[config.mk]
export PLATFORM = sky130hd
export DESIGN_NAME = dual_port_16x6_ram
export DESIGN_NICKNAME = d
export VERILOG_FILES = /design/src/rtl/vga_pkg.sv /design/src/rtl/pal_read_mux16.sv /design/src/rtl/dual_port_16x6_ram.sv
export SDC_FILE = /design/constraint.sdc
export NUM_CORES = 1
export LEC_CHECK = 0
export CAP_MARGIN = 20
export CORE_MARGIN = 2
export CORE_UTILIZATION = 57
export DETAILED_ROUTE_END_ITERATION = 12
export GPL_TIMING_DRIVEN = 0
export PLACE_DENSITY = 0.77
export RECOVER_POWER = 50
export SLEW_MARGIN = 20
export SYNTH_ARGS = -nofsm -noshare
export SYNTH_HDL_FRONTEND = slang
export SYNTH_SLANG_ARGS = --single-unit
export TNS_END_PERCENT = 50
[constraint.sdc]
create_clock -name clk -period 6.55 [get_ports clk]
set_input_delay 1.31 -clock clk [delete_from_list [all_inputs] [get_ports clk]]
set_output_delay 1.31 -clock clk [all_outputs]
set_load 0.01 [all_outputs]
[src/rtl/vga_pkg.sv]
// Shared VGA attribute-controller types: palette entry/index widths and the
// packed storage type used by the 16-entry attribute palette.
package vga_pkg;

  localparam int PAL_DATA_W = 6;
  localparam int PAL_ADDR_W = 4;
  localparam int PAL_DEPTH  = 2 ** PAL_ADDR_W;

  typedef logic [PAL_DATA_W-1:0] pal_entry_t;
  typedef logic [PAL_ADDR_W-1:0] pal_idx_t;
  typedef logic [PAL_DEPTH-1:0][PAL_DATA_W-1:0] pal_array_t;

endpackage

[src/rtl/pal_read_mux16.sv]
// 16:1 palette read mux; shared by the host read-back and pixel read paths.
module pal_read_mux16
  import vga_pkg::*;
(
  input  pal_array_t i_mem,
  input  pal_idx_t   i_idx,
  output pal_entry_t o_data
);

  assign o_data = i_mem[i_idx];

endmodule

[src/rtl/dual_port_16x6_ram.sv]
// VGA attribute palette (AR00-AR0F): host write / combinational read-back on
// port 1, registered pixel read on port 2. Build option DPRB_WRITE_FWD_EN
// makes a same-address write visible on dout2 in the same enabled edge.
module dual_port_16x6_ram
  import vga_pkg::*;
#(
  parameter int DATA_W = PAL_DATA_W,
  parameter int ADDR_W = PAL_ADDR_W
) (
  input  logic              clk,
  input  logic              h_reset_n,
  input  logic              h_hclk,
  input  logic              clk_en,
  input  logic              we,
  input  logic [ADDR_W-1:0] addr1,
  input  logic [ADDR_W-1:0] addr2,
  input  logic [DATA_W-1:0] din,
  output logic [DATA_W-1:0] dout1,
  output logic [DATA_W-1:0] dout2
);

  localparam int DEPTH = 2 ** ADDR_W;

  pal_array_t  r_mem;
  pal_entry_t  r_dout2;
  pal_entry_t  w_rd1;
  pal_entry_t  w_rd2;
  pal_entry_t  w_dout2_nxt;
  logic        w_unused_hclk;

  // Host strobes are already synchronous to clk; the host clock is kept only
  // for pin compatibility.
  assign w_unused_hclk = h_hclk;

  always_ff @(posedge clk or negedge h_reset_n) begin
    if (!h_reset_n) begin
      for (int i = 0; i < DEPTH; i++) begin
        r_mem[i] <= '0;
      end
    end else if (we) begin
      r_mem[addr1] <= din;
    end
  end

  pal_read_mux16 u_rd1 (
    .i_mem  (r_mem),
    .i_idx  (addr1),
    .o_data (w_rd1)
  );

  pal_read_mux16 u_rd2 (
    .i_mem  (r_mem),
    .i_idx  (addr2),
    .o_data (w_rd2)
  );

`ifdef DPRB_WRITE_FWD_EN
  assign w_dout2_nxt = (we && (addr1 == addr2)) ? din : w_rd2;
`else
  // Array read sees pre-write contents, giving read-before-write on collision.
  assign w_dout2_nxt = w_rd2;
`endif

  always_ff @(posedge clk or negedge h_reset_n) begin
    if (!h_reset_n) begin
      r_dout2 <= '0;
    end else if (clk_en) begin
      r_dout2 <= w_dout2_nxt;
    end
  end

  assign dout1 = w_rd1;
  assign dout2 = r_dout2;

endmodule

---- Word-level counts from Yosys, hierarchy flattened ----
Index checks and enable logic that the tools add are counted.
Widths: inputs -> output; s select.
operators by class
  order comparisons ....................... 3
  muxes and demuxes ....................... 7
  reductions and logical operators ........ 1
operators with widths
  operator            count
  $bwmux 96           1
  $bmux 6 s4          2
  $demux 6 s4         1
  $mux 6              3
  $lt 4x5->1 const B  2
  $ge 4x1->1 const B  1
  $logic_and 1x1->1   1
word-level totals
  bits in registers ....................... 102
  input bits .............................. 19
  output and inout bits ................... 12
  logic and storage cells ................. 28

---- Longest topological paths before layout ----
  depth after elaboration ................. 5
  gate-level depth with buffers ........... 6
  depth with buffers taken out ............ 3

---- Hierarchy ----
A second synthesis with hierarchy kept.
unflattened totals
  cell total of the unflattened synthesis .. 347
  area total of the unflattened synthesis .. 5,439.0 µm²
by module, submodules not included
  module              times used  cells each  area an instance (µm²)  seq. area each (µm²)
  dual_port_16x6_ram  1           241         3,875.0                 2,552.4
  pal_read_mux16      2           53          782.0                   0.0

---- Least setup slack after synthesis ----
Ideal clock, no wire load.
  kind .................................... input-to-output
  start ................................... input port addr1[0]
  end ..................................... output port dout1[2]
  arrival time ............................ 2,614 ps
  data required time ...................... 5,240 ps
  setup slack ............................. 2,626 ps
  stages on the path ...................... 4
  path buffers ............................ 2
  cell sequence ........................... buf_6 buf_12 mux4_1 mux4_2
on the way
  word-level cells in the longest chain between the ends .. 2
ends and longest elaborated chain
  item                          line                      text
  start: declaration            dual_port_16x6_ram.sv:15  input logic [ADDR_W-1:0] addr1,
  $bmux 6 s4                    pal_read_mux16.sv:10      assign o_data = i_mem[i_idx];
  $mux 6 (implied by the code)  pal_read_mux16.sv:10
  end: declaration              dual_port_16x6_ram.sv:18  output logic [DATA_W-1:0] dout1,
No other way between the ends. The select of a mux whose other input is x is not followed.

---- Final worst setup path ----
  start ................................... input port addr1[0]
  end ..................................... output port dout1[4]
The elaborated chain is that of the path after synthesis.

==> results_dict.tcl <==
set metrics [dict create \
    fp.dieH_um 102 \
    total_power_w 0.00179 \
    synth-main-ff-cell "dfrtp_1" \
    crit_path_max_fanout 10 \
    max_cap_violations 1 \
    routed_wl_um 12400 \
    hold_viol 0 \
    syn-cell-area_mm2 0.00543 \
    status "finished, violations left" \
    synthArstFlopShare_pct 100 \
    yosys-top-cells-area "dfrtp_1, mux4_2, mux2_2" \
    insertion_delay_ns 0.37 \
    drive_gt1_share_pct 35.8 \
    r2r_slack_ns 5.14 \
    initial_core_util_pct 58.8 \
    grt.overflow.total 0 \
    min_path_cells 1 \
    ys_types 26 \
    dieArea_mm2 0.0103 \
    syn-num-nets 350 \
    final_common_cell "dfrtp_1" \
    final_nets 388 \
    clk_transition_reported_paths_ns 0.09 \
    finalCritPeriodShare_pct 78.3 \
    cts_resized 0 \
    start_kind "input port" \
    die_w_um 102 \
    min_to "r_mem[42]$_DFFE_PN0P_" \
    fin_setup_tns_ns 0 \
    place_congestion 0.906 \
    max_freq_ghz 0.195 \
    yosysWarningCount 0 \
    numCtsBuffers 9 \
    ant_nets 0 \
    drtIter0Drc 225 \
    post_cts_buffers 0 \
    io_pins 31 \
    synth_top_cell_by_area "dfrtp_1" \
    vias 3289 \
    cts_buffer_depth 2 \
    regToRegEndpoint "dout2[1]$_DFFE_PN0P_" \
    diodes 0 \
    area_growth_pct 12.1 \
    most-common-layout-cells "dfrtp_1, mux2_2, mux4_2" \
    wl_per_cell_um 24.7 \
    syn_area_per_cell_um2 16.4 \
    synth-edff-count 0 \
    fillers 648 \
    portBuffers 26 \
    dr.pass1.iters 4 \
    finalSetupViolCount 0 \
    yosysSeqAreaShare_pct 47.0 \
    synth_top_area_share_pct 47.0 \
    synth_compound_area_share_pct 1.66 \
    ys_ff_latch 102 \
    track_usage_pct 26.7 \
    p_per_area_mw_per_mm2 293 \
    startpoint "addr1[0]" \
    synth_simple_gate_area_share_pct 3.99 \
    core-area_mm2 0.00924 \
    grt_pass1_wl_um 19900 \
    synth_xor_area_share_pct 0 \
    grt_pass1_vias 3317 \
    muxShareOfSynthArea_pct 44.2 \
    critical_path_arrival_ns 3.82 \
    cts_tree "yes" \
    maxSlewHeadroom_pct -86.8 \
    layoutNonFillerInstCount 503 \
    power.leakage_nw 2.49 \
    hold_start "r_mem[42]$_DFFE_PN0P_" \
    via_per_inst 6.54 \
    cts_hold_buf 0 \
    setup.worst_path.class "in2out" \
    worstHoldPathType "reg2reg" \
    grt_max_degree 53 \
    peakVddDrop_v 0.000157 \
    violations "max-capacitance violations, max-slew violations" \
    rows 35 \
    synthAdderAreaFrac_pct 0 \
    htree_levels 3 \
    route.detailed.drc 0 \
    period_needed_ns 5.13 \
    critPathCaptureType "output port" \
    worst_slew_pin_slew_ns 2.80 \
    dp_hpwl_um 9220 \
    cts.sinks 102 \
    rsz0062_at_grt "no" \
    synthCells 331 \
    critical_path.reg2reg.startpoint "r_mem[91]$_DFFE_PN0P_" \
    antenna_found_initial 0 \
    synth_top_family_by_area "multiplexers" \
    worst_hold_slack_ns 0.523 \
    worst_clock_skew_ns 0.0128 \
    fin_util_pct 65.9 \
    clock-root-buffer "clkbuf_8" \
    finalMaxSlewViolations 51 \
    dp.cells 487 \
    worstPathRequired_ns 5.24 \
    r2r_cells 3 \
]
-- cells by family (layout without fill, tap and decap cells) --
logic type	after synthesis	count (layout)
AO/OA/AOI/OAI	12	12
buffers and inverters	27	70
flip-flops	102	102
multiplexers	156	156
AND/OR/NAND/NOR	34	34
-- power breakdown --
| part | switching (W) | internal, W |
|---|---|---|
| registers | 0.000120 | 0.000775 |
| clock network | 0.000217 | 0.000225 |
| logic | 0.000163 | 0.000286 |
| total | 0.000500 | 0.00129 |
-- state kept, by name (all words and copies together), names as in the netlist --
name,count
r_mem,96
dout2,6
-- layer usage --
metal	global-route usage [%]	vias to the layer above	wire (µm)
li1	-	1386	-
met4	6.65	0	174
met2	38.5	147	5730
met1	42.4	1742	5610
met3	5.24	14	908
met5	0	-	0
-- critical path, stage by stage --
cell	delay, ns
clkdlybuf4s50_1	0.53
buf_6	0.21
buf_12	0.17
mux4_1	0.61
mux4_2	0.50
clkdlybuf4s50_1	0.49
-- cell type report --
class	count	area, µm²	area share [%]
Buffer	27	173	2.84
Multi-Input combinational cell	202	2710	44.4
Timing Repair Buffer	27	282	4.62
Clock buffer	12	145	2.38
Tap cell	129	161	2.65
Sequential cell	102	2550	41.9
Clock inverter	4	70.1	1.15
-- cell usage after synthesis (2+ instances only) --
| cell | number |
|---|---|
| dfrtp_1 | 102 |
| mux2_2 | 54 |
| mux4_2 | 43 |
| mux2_1 | 42 |
| nor2_1 | 12 |
| mux4_1 | 11 |
| clkbuf_1 | 10 |
| a221oi_1 | 6 |
| mux2i_1 | 6 |
| nor3_2 | 6 |
| o22ai_1 | 6 |
| buf_2 | 5 |
| buf_4 | 4 |
| nand2b_1 | 4 |
| buf_1 | 3 |
| buf_6 | 3 |
| nand2_1 | 2 |
| nand3_1 | 2 |
| nand3b_1 | 2 |
| or3_1 | 2 |
-- per-stage QoR --
step           worst slack [ns]  instance area [µm²]
6_report                   1.42                 6090
3_5_place_dp               1.45                 5880
2_1_floorplan              2.63                 5430
4_1_cts                    1.43                 6100
3_3_place_gp              0.413                 5850
5_1_grt                    1.38                 6090
-- worst max path at each step --
stage	slack, ns	endpoint
finish	1.42	dout1[4]
global route	1.38	dout1[4]
CTS	1.43	dout1[4]
detailed placement	1.45	dout1[4]
global placement	0.41	r_mem[2]$_DFFE_PN0P_
floorplan	2.63	dout1[2]
Power figures use the tool's default switching activity.
